==> config.mk <==
export PLATFORM = sky130hd
export DESIGN_NAME = uart_frame_tx
export DESIGN_NICKNAME = d
export VERILOG_FILES = /design/src/rtl/uart_pkg.sv /design/src/rtl/uart_baud_gen.sv /design/src/rtl/uart_frame_tx.sv
export SDC_FILE = /design/constraint.sdc
export NUM_CORES = 1
export LEC_CHECK = 0
export BUFFER_PORTS_ARGS = -buffer_cell sky130_fd_sc_hd__buf_2
export CORE_MARGIN = 3
export CORE_UTILIZATION = 29
export DETAILED_ROUTE_END_ITERATION = 8
export PLACE_DENSITY = 0.46
export SKIP_CTS_REPAIR_TIMING = 1
export SYNTH_ARGS = -nofsm -noshare
export SYNTH_HDL_FRONTEND = slang
export SYNTH_HIERARCHICAL = 1
export SYNTH_SLANG_ARGS = --single-unit
==> constraint.sdc <==
create_clock -name Clk -period 3.4 [get_ports Clk]
set_clock_uncertainty 0.15 [all_clocks]
set_input_delay 0.85 -clock Clk [delete_from_list [all_inputs] [get_ports Clk]]
set_output_delay 0.85 -clock Clk [all_outputs]
set_load 0.005 [all_outputs]
==> src/rtl/uart_pkg.sv <==
// Shared definitions for the UART frame transmitter: parity-mode encodings,
// transmitter FSM states and the data-bit clamp helper.
package uart_pkg;

  // parity_mode encodings
  localparam logic [1:0] ParNone = 2'b00;
  localparam logic [1:0] ParEven = 2'b01;
  localparam logic [1:0] ParOdd  = 2'b10;
  localparam logic [1:0] ParMark = 2'b11;

  typedef enum logic [2:0] {
    StIdle,
    StStart,
    StData,
    StParity,
    StStop
  } uart_state_e;

  // Clamp a requested data-bit count into 5..max_bits.
  function automatic logic [3:0] clamp_bits(input logic [3:0] req, input int unsigned max_bits);
    if (req < 4'd5) begin
      return 4'd5;
    end
    if (32'(req) > max_bits) begin
      return 4'(max_bits);
    end
    return req;
  endfunction

endpackage

==> src/rtl/uart_baud_gen.sv <==
// Bit-period timer for the UART transmitter.
// Counts 0..div_i while run_i is high and asserts tick_o on the last cycle of
// each bit period, wrapping back to 0. Held at 0 while idle or when loaded.
//   clk_i   : clock
//   rst_i   : asynchronous active-high reset
//   run_i   : a frame is in progress
//   load_i  : frame accepted this cycle, restart the period
//   div_i   : latched divisor D (bit period = D+1 cycles)
//   tick_o  : current cycle ends a bit period
module uart_baud_gen #(
  parameter int unsigned DIV_W = 16
) (
  input  logic             clk_i,
  input  logic             rst_i,
  input  logic             run_i,
  input  logic             load_i,
  input  logic [DIV_W-1:0] div_i,
  output logic             tick_o
);

  logic [DIV_W-1:0] cnt_q, cnt_d;
  logic             at_end;

  assign at_end = (cnt_q == div_i);
  assign tick_o = run_i && at_end;

  always_comb begin
    cnt_d = cnt_q + DIV_W'(1);
    if (load_i || !run_i || at_end) begin
      cnt_d = '0;
    end
  end

  always_ff @(posedge clk_i or posedge rst_i) begin
    if (rst_i) begin
      cnt_q <= '0;
    end else begin
      cnt_q <= cnt_d;
    end
  end

endmodule

==> src/rtl/uart_frame_tx.sv <==
// UART frame transmitter: serialises one configurable frame per accept
// (start bit, 5..DATA_W data bits LSB first, optional parity, 1 or 2 stops).
//   Clk, Rst     : clock, asynchronous active-high reset
//   tx_data      : payload; tx_valid/tx_ready handshake accepts a frame
//   data_bits    : requested data bits (clamped to 5..DATA_W)
//   parity_mode  : none / even / odd / mark
//   two_stop     : two stop bits when set
//   baud_div     : bit period is baud_div+1 cycles
//   Rs232_Tx     : registered serial line, idle high
//   Tx_Done      : one-cycle pulse on the edge the frame completes
//   uart_state   : high while a frame is in flight
module uart_frame_tx
  import uart_pkg::*;
#(
  parameter int unsigned DATA_W = 8,
  parameter int unsigned DIV_W  = 16
) (
  input  logic              Clk,
  input  logic              Rst,
  input  logic [DATA_W-1:0] tx_data,
  input  logic              tx_valid,
  output logic              tx_ready,
  input  logic [3:0]        data_bits,
  input  logic [1:0]        parity_mode,
  input  logic              two_stop,
  input  logic [DIV_W-1:0]  baud_div,
  output logic              Rs232_Tx,
  output logic              Tx_Done,
  output logic              uart_state
);

  uart_state_e       state_q, state_d;
  logic [DATA_W-1:0] shift_q, shift_d;
  logic [3:0]        bits_q, bits_d;
  logic [3:0]        idx_q, idx_d;
  logic              par_en_q, par_en_d;
  logic              par_bit_q, par_bit_d;
  logic              two_stop_q, two_stop_d;
  logic              stop_cnt_q, stop_cnt_d;
  logic [DIV_W-1:0]  div_q, div_d;
  logic              line_q, line_d;
  logic              done_q, done_d;

  logic              accept;
  logic              run;
  logic              tick;
  logic [3:0]        nbits_in;
  logic              par_xor;
  logic              par_in;

  assign tx_ready   = (state_q == StIdle);
  assign accept     = tx_valid && tx_ready;
  assign run        = (state_q != StIdle);
  assign uart_state = run;
  assign Rs232_Tx   = line_q;
  assign Tx_Done    = done_q;

  assign nbits_in = clamp_bits(data_bits, DATA_W);

  // Parity covers only the bits that will actually be sent.
  always_comb begin
    par_xor = 1'b0;
    for (int i = 0; i < int'(DATA_W); i++) begin
      if (i < int'(nbits_in)) begin
        par_xor = par_xor ^ tx_data[i];
      end
    end
  end

  always_comb begin
    unique case (parity_mode)
      ParEven: par_in = par_xor;
      ParOdd:  par_in = ~par_xor;
      ParMark: par_in = 1'b1;
      default: par_in = 1'b0;
    endcase
  end

  uart_baud_gen #(
    .DIV_W (DIV_W)
  ) u_baud_gen (
    .clk_i  (Clk),
    .rst_i  (Rst),
    .run_i  (run),
    .load_i (accept),
    .div_i  (div_q),
    .tick_o (tick)
  );

  always_comb begin
    state_d    = state_q;
    shift_d    = shift_q;
    bits_d     = bits_q;
    idx_d      = idx_q;
    par_en_d   = par_en_q;
    par_bit_d  = par_bit_q;
    two_stop_d = two_stop_q;
    stop_cnt_d = stop_cnt_q;
    div_d      = div_q;
    line_d     = line_q;
    done_d     = 1'b0;

    unique case (state_q)
      StIdle: begin
        line_d = 1'b1;
        if (accept) begin
          state_d    = StStart;
          line_d     = 1'b0;
          shift_d    = tx_data;
          bits_d     = nbits_in;
          par_en_d   = (parity_mode != ParNone);
          par_bit_d  = par_in;
          two_stop_d = two_stop;
          stop_cnt_d = 1'b0;
          div_d      = baud_div;
        end
      end
      StStart: begin
        if (tick) begin
          state_d = StData;
          line_d  = shift_q[0];
          shift_d = shift_q >> 1;
          idx_d   = bits_q - 4'd1;  // bits still to send after this one
        end
      end
      StData: begin
        if (tick) begin
          if (idx_q != 4'd0) begin
            line_d  = shift_q[0];
            shift_d = shift_q >> 1;
            idx_d   = idx_q - 4'd1;
          end else if (par_en_q) begin
            state_d = StParity;
            line_d  = par_bit_q;
          end else begin
            state_d    = StStop;
            line_d     = 1'b1;
            stop_cnt_d = two_stop_q;
          end
        end
      end
      StParity: begin
        if (tick) begin
          state_d    = StStop;
          line_d     = 1'b1;
          stop_cnt_d = two_stop_q;
        end
      end
      StStop: begin
        if (tick) begin
          if (stop_cnt_q) begin
            stop_cnt_d = 1'b0;
          end else begin
            state_d = StIdle;
            done_d  = 1'b1;
          end
        end
      end
      default: begin
        state_d = StIdle;
        line_d  = 1'b1;
      end
    endcase
  end

  always_ff @(posedge Clk or posedge Rst) begin
    if (Rst) begin
      state_q    <= StIdle;
      shift_q    <= '0;
      bits_q     <= '0;
      idx_q      <= '0;
      par_en_q   <= 1'b0;
      par_bit_q  <= 1'b0;
      two_stop_q <= 1'b0;
      stop_cnt_q <= 1'b0;
      div_q      <= '0;
      line_q     <= 1'b1;
      done_q     <= 1'b0;
    end else begin
      state_q    <= state_d;
      shift_q    <= shift_d;
      bits_q     <= bits_d;
      idx_q      <= idx_d;
      par_en_q   <= par_en_d;
      par_bit_q  <= par_bit_d;
      two_stop_q <= two_stop_d;
      stop_cnt_q <= stop_cnt_d;
      div_q      <= div_d;
      line_q     <= line_d;
      done_q     <= done_d;
    end
  end

endmodule

; ---- Yosys cells after proc, flatten, opt, wreduce, memory -nomap -nowiden
; Index checks and enable logic that the tools add are counted.
[classes]
n_shift = 0
addsub = 3
multipliers = 0
n_reduce_logical = 18
div = 0
n_mux = 52
magnitude_cmp = 10
eq_ne = 17
bitwise = 9
[op_table]
columns = op, count
row1 = $mux 8, 4
row2 = $mux 4, 7
row3 = $mux 1, 26
row4 = $mux 3, 8
row5 = $pmux 8 s3, 1
row6 = $add 16x1->16 const B, 1
row7 = $eq 16x16->1, 1
row8 = $lt 3x4->1 const A, 4
row9 = $mux 16, 1
row10 = $ne 2x2->1 const B, 8
row11 = $pmux 3 s5, 1
row12 = $reduce_and 7->1, 2
row13 = $lt 1x4->1 const A, 2
row14 = $lt 2x4->1 const A, 2
row15 = $pmux 4 s2, 1
row16 = $reduce_and 4->1, 2
row17 = $reduce_bool 4->1, 2
row18 = $sub 4x1->4 const B, 2
row19 = $xor 1x1->1, 7
row20 = $eq 3x2->1 const B, 2
row21 = $reduce_bool 3->1, 2
row22 = $pmux 1 s5, 1
row23 = $reduce_and 5->1, 1
row24 = $eq 2x2->1 const B, 2
row25 = 15 further kinds, 19
[word_totals]
mem_bits_ro = 0
memories = 0
inputBits = 34
out_inout_bits = 4
ff_bits = 57
elab_cells = 121
mem_bits_rw = 0
latch_bits = 0

; ---- Longest topological paths before layout
[logic_depth]
ltp_word = 23
ltp_mapped = 12
ltp_nobuf = 9

; ---- Modules after synthesis
; The synthesis kept the hierarchy.
[by_module_without_submodules]
columns = mod, instances, cells_each, area_each_um2, seq_area_each_um2
row1 = uart_frame_tx, 1, 227, 2048.2, 1027.2
row2 = uart_baud_gen, 1, 102, 1018.5, 400.4

; ---- Worst setup path before layout
; Ideal clock, no wire load.
[synth_path]
path_type = register -> register
start = reg u_baud_gen.cnt_q[5]
end = reg shift_q[2]
required_ns = 3.114
setup_time_ns = 0.136
path_stages_with_launch = 12
arrival_time_ns = 2.354
slack_ns = 0.760
period_less_slack_ns = 2.640
cell_sequence = dfrtp_1 > xnor2_1 > nand4_1 > nor4_4 > and2_1 > clkbuf_1 > nand2_1 > o32ai_1 > nand2b_1 > clkbuf_1 > nand2_1 > o21ai_0
[synth_via]
elab_chain_len = 4
word_cells_on_any_way = 5
cone_classes = 3 x eq/ne / 2 x reduce/logical
[synth_rtl]
columns = item, line_no
row1 = from (decl), uart_baud_gen.sv:21  ; logic [DIV_W-1:0] cnt_q, cnt_d;
row2 = from (signal assigned), uart_baud_gen.sv:38  ; cnt_q <= cnt_d;
row3 = $eq 16x16->1 (*), uart_baud_gen.sv:24  ; assign at_end = (cnt_q == div_i);
row4 = $logic_and 1x1->1 (*), uart_baud_gen.sv:25  ; assign tick_o = run_i && at_end;
row5 = net tick, uart_frame_tx.sv:46  ; logic tick;
row6 = $ne 2x2->1 (no source line), n/a
row7 = $reduce_and 5->1 (no source line) (*), n/a
row8 = to (signal assigned), uart_frame_tx.sv:181  ; shift_q <= shift_d;
row9 = to (decl), uart_frame_tx.sv:33  ; logic [DATA_W-1:0] shift_q, shift_d;
; The timed path passes the listed nets; every way through them passes the cells marked *.
; A chain may end at the register's enable or synchronous reset.

; ---- Final worst setup path
[layout_path]
start = reg u_baud_gen.cnt_q[3]
end = reg shift_q[2]
; Same word-level chain as after synthesis.

==> out/metrics.yaml <==
final_hold_viol_count: 0
cts_tree: "yes"
final_common_cell: "nand2_1"
ys_ff_latch: 57
synth.distinct_cells: 55
p_switching_uw: 727
track_usage: 0.130
max_freq_mhz: 370
syn-num-nets: 365
yosysWarnings: 6
pre_cts_ws_ns: 0.713
pwr-share-clk: 0.252
arrival_ns: 2.76
seq_area_frac_synth: 0.466
syn_area_um2: 3070
grt_overflow: 0
drive_gt1_frac: 0.192
synth_flop_cell: "dfrtp_1"
cp-end-kind: "flop"
p_total_uw: 2160
grt_pass1_vias: 2356
rsz0062_at_grt: "no"
period_needed_ns: 2.70
syn_area_per_cell_um2: 9.32
outcome: "finished, final reports clean"
n_antenna_cell: 0
timing.rr.start: "u_baud_gen/cnt_q[3]"
worst_slew_pin_slew_ns: 0.713
holdPathEnd: "shift_q[0]"
maxSlewHeadroom: 0.524
peakVddDrop_mv: 0.226
core_area_um2: 10000
pwr-share-comb: 0.247
synth_area_leader_cell: "dfrtp_1"
antenna_found_initial: 0
die_h_um: 109
synthArstFlopShare: 1.00
seq_power_share: 0.501
setup_tns_ns: 0
dp_hpwl_mm: 5.16
core.rowCount: 36
gp_congestion: 0.796
synth_area_leaders: "dfrtp_1 (46%), nand2_1 (9.8%), xnor2_1 (8.3%)"
cts.sinks: 57
io_pins: 38
port-buffer-count: 37
cp.required_ns: 3.45
period_share: 0.795
dpl_cell_area_um2: 3380
dr.pass1.iters: 4
post_drt_wl_per_cell_um: 14.1
via_per_inst: 4.79
rrSetupSlack_ns: 0.70
synth_edf_count: 0
drt_iter0_markers: 88
final_nets: 401
nFillCells: 1071
worstHoldPathCells: 2
ctsHtreeMaxLevel: 3
postSynthCellCount: 329
wirelength_mm: 7.10
route.detailed.drc: 0
yosys.area.top_type_share: 0.457
fin_util: 0.352
start_kind: "flop"
hold_class: "flop to flop"
drtAntennaViolNets: 0
min-delay-start: "shift_q[0]"
cts_buffers: 9
cts_buffer_depth: 2
vias: 2403
max-cap-violations: 0
intPower_uw: 1430
grt_max_degree: 27
clk_pin_slew_ns: 0.07
setup_viol_count_final: 0
r2r_cells: 9
setup_slack_ns: 0.696
rr_endpoint: "shift_q[2]"
final_cell_mix: "nand2_1 (80), dfrtp_1 (56), buf_2 (37)"
crit_type: "flop to flop"
p_leak_uw: 0.00161
drv_slew: 0
root_buffer: "clkbuf_8"
path_max_fanout: 16
p_per_area_nw_per_um2: 609
die_x_um: 109
initial_core_util: 0.305
p_sw_frac: 0.337
fp.dieArea_um2: 11800
fin_area_um2: 3540
clk-insertion-delay-late_ns: 0.33
grt_first_pass_wirelength_mm: 11.9
area_growth_pct: 15.4
-- area by class of cell --
| type | instances | area [µm²] | share of cell area |
|---|---|---|---|
| Inverter | 9 | 36.3 | 0.0103 |
| Timing Repair Buffer | 41 | 215 | 0.0608 |
| Tap cell | 133 | 166 | 0.0470 |
| Sequential cell | 57 | 1430 | 0.403 |
| Clock inverter | 4 | 20.0 | 0.00566 |
| Multi-Input combinational cell | 247 | 1530 | 0.433 |
| Clock buffer | 11 | 141 | 0.0399 |
-- Yosys cell counts, types with 2 or more instances --
| master | n |
|---|---|
| nand2_1 | 80 |
| nand3b_1 | 2 |
| clkinv_2 | 2 |
| nor2b_1 | 2 |
| nand3_1 | 9 |
| a21oi_1 | 7 |
| clkbuf_1 | 7 |
| o31a_1 | 3 |
| a211oi_1 | 2 |
| o21ai_0 | 17 |
| o31ai_1 | 8 |
| buf_2 | 8 |
| inv_1 | 7 |
| nand2b_1 | 4 |
| nand4_1 | 7 |
| nor3_1 | 18 |
| nor3b_1 | 3 |
| ha_1 | 2 |
| a31oi_1 | 2 |
| dfrtp_1 | 56 |
| and3_1 | 2 |
| mux2i_1 | 10 |
| xor2_1 | 6 |
| xnor2_1 | 29 |
| nor2_1 | 6 |
-- layer usage --
layer	global-route usage	share of wire	vias up
met2	0.211	0.48	35
met3	0.0349	0.035	11
li1	-	-	1205
met1	0.168	0.47	1152
met5	0	0	-
met4	0.0442	0.015	0
-- power by group through the flow --
stage,Clock (µW),Combinational [µW],Sequential (µW)
2_1_floorplan,0,432,1040
3_3_place_gp,0,536,1090
3_5_place_dp,0,542,1090
4_1_cts,565,543,1080
5_1_grt,600,618,1110
6_report,543,533,1080
-- sequential cells by signal (all words and copies together), names as in the netlist --
register,flops
two_stop_q,1
par_en_q,1
stop_cnt_q,1
Tx_Done,1
shift_q,8
Rs232_Tx,1
bits_q,4
par_bit_q,1
u_baud_gen/cnt_q,16
idx_q,4
div_q,16
state_q,3
-- critical path, stage by stage (launching register included) --
cell and delay [ns]:
dfrtp_1 0.45, xnor2_1 0.21, nand4_1 0.17, nor4_4 0.32, and2_1 0.38, nand2_1 0.09
o32ai_1 0.23, nand2b_1 0.32, nand2_1 0.17, o21ai_0 0.09
-- through the flow --
stage          hold slack [ns]  std cells
3_5_place_dp             0.323        487
4_1_cts                  0.338        502
3_3_place_gp             0.312        487
2_1_floorplan            0.296        329
5_1_grt                  0.366        502
6_report                 0.330        502
-- cell families (layout without fill, tap and decap cells) --
group | Yosys count | after routing | share of synthesized area
compound gates | 48 | 48 | 0.103
buf+inv | 25 | 65 | 0.0347
fa+ha+maj | 2 | 2 | 0.00816
mux | 11 | 11 | 0.0363
xor+xnor | 35 | 35 | 0.100
simple gates | 151 | 151 | 0.253
flops | 57 | 57 | 0.466
-- worst max path at each step --
stage | slack, ns | to | startpoint
after detailed placement | 0.71 | shift_q[2] | u_baud_gen/cnt_q[6]
after global routing | 0.33 | shift_q[6] | u_baud_gen/cnt_q[3]
after global placement | 0.72 | shift_q[3] | u_baud_gen/cnt_q[3]
after floorplan | 0.76 | shift_q[2] | u_baud_gen/cnt_q[5]
after CTS | 0.70 | shift_q[2] | u_baud_gen/cnt_q[10]
final | 0.70 | shift_q[2] | u_baud_gen/cnt_q[3]
Note: power is estimated with default switching activity, not from simulation.
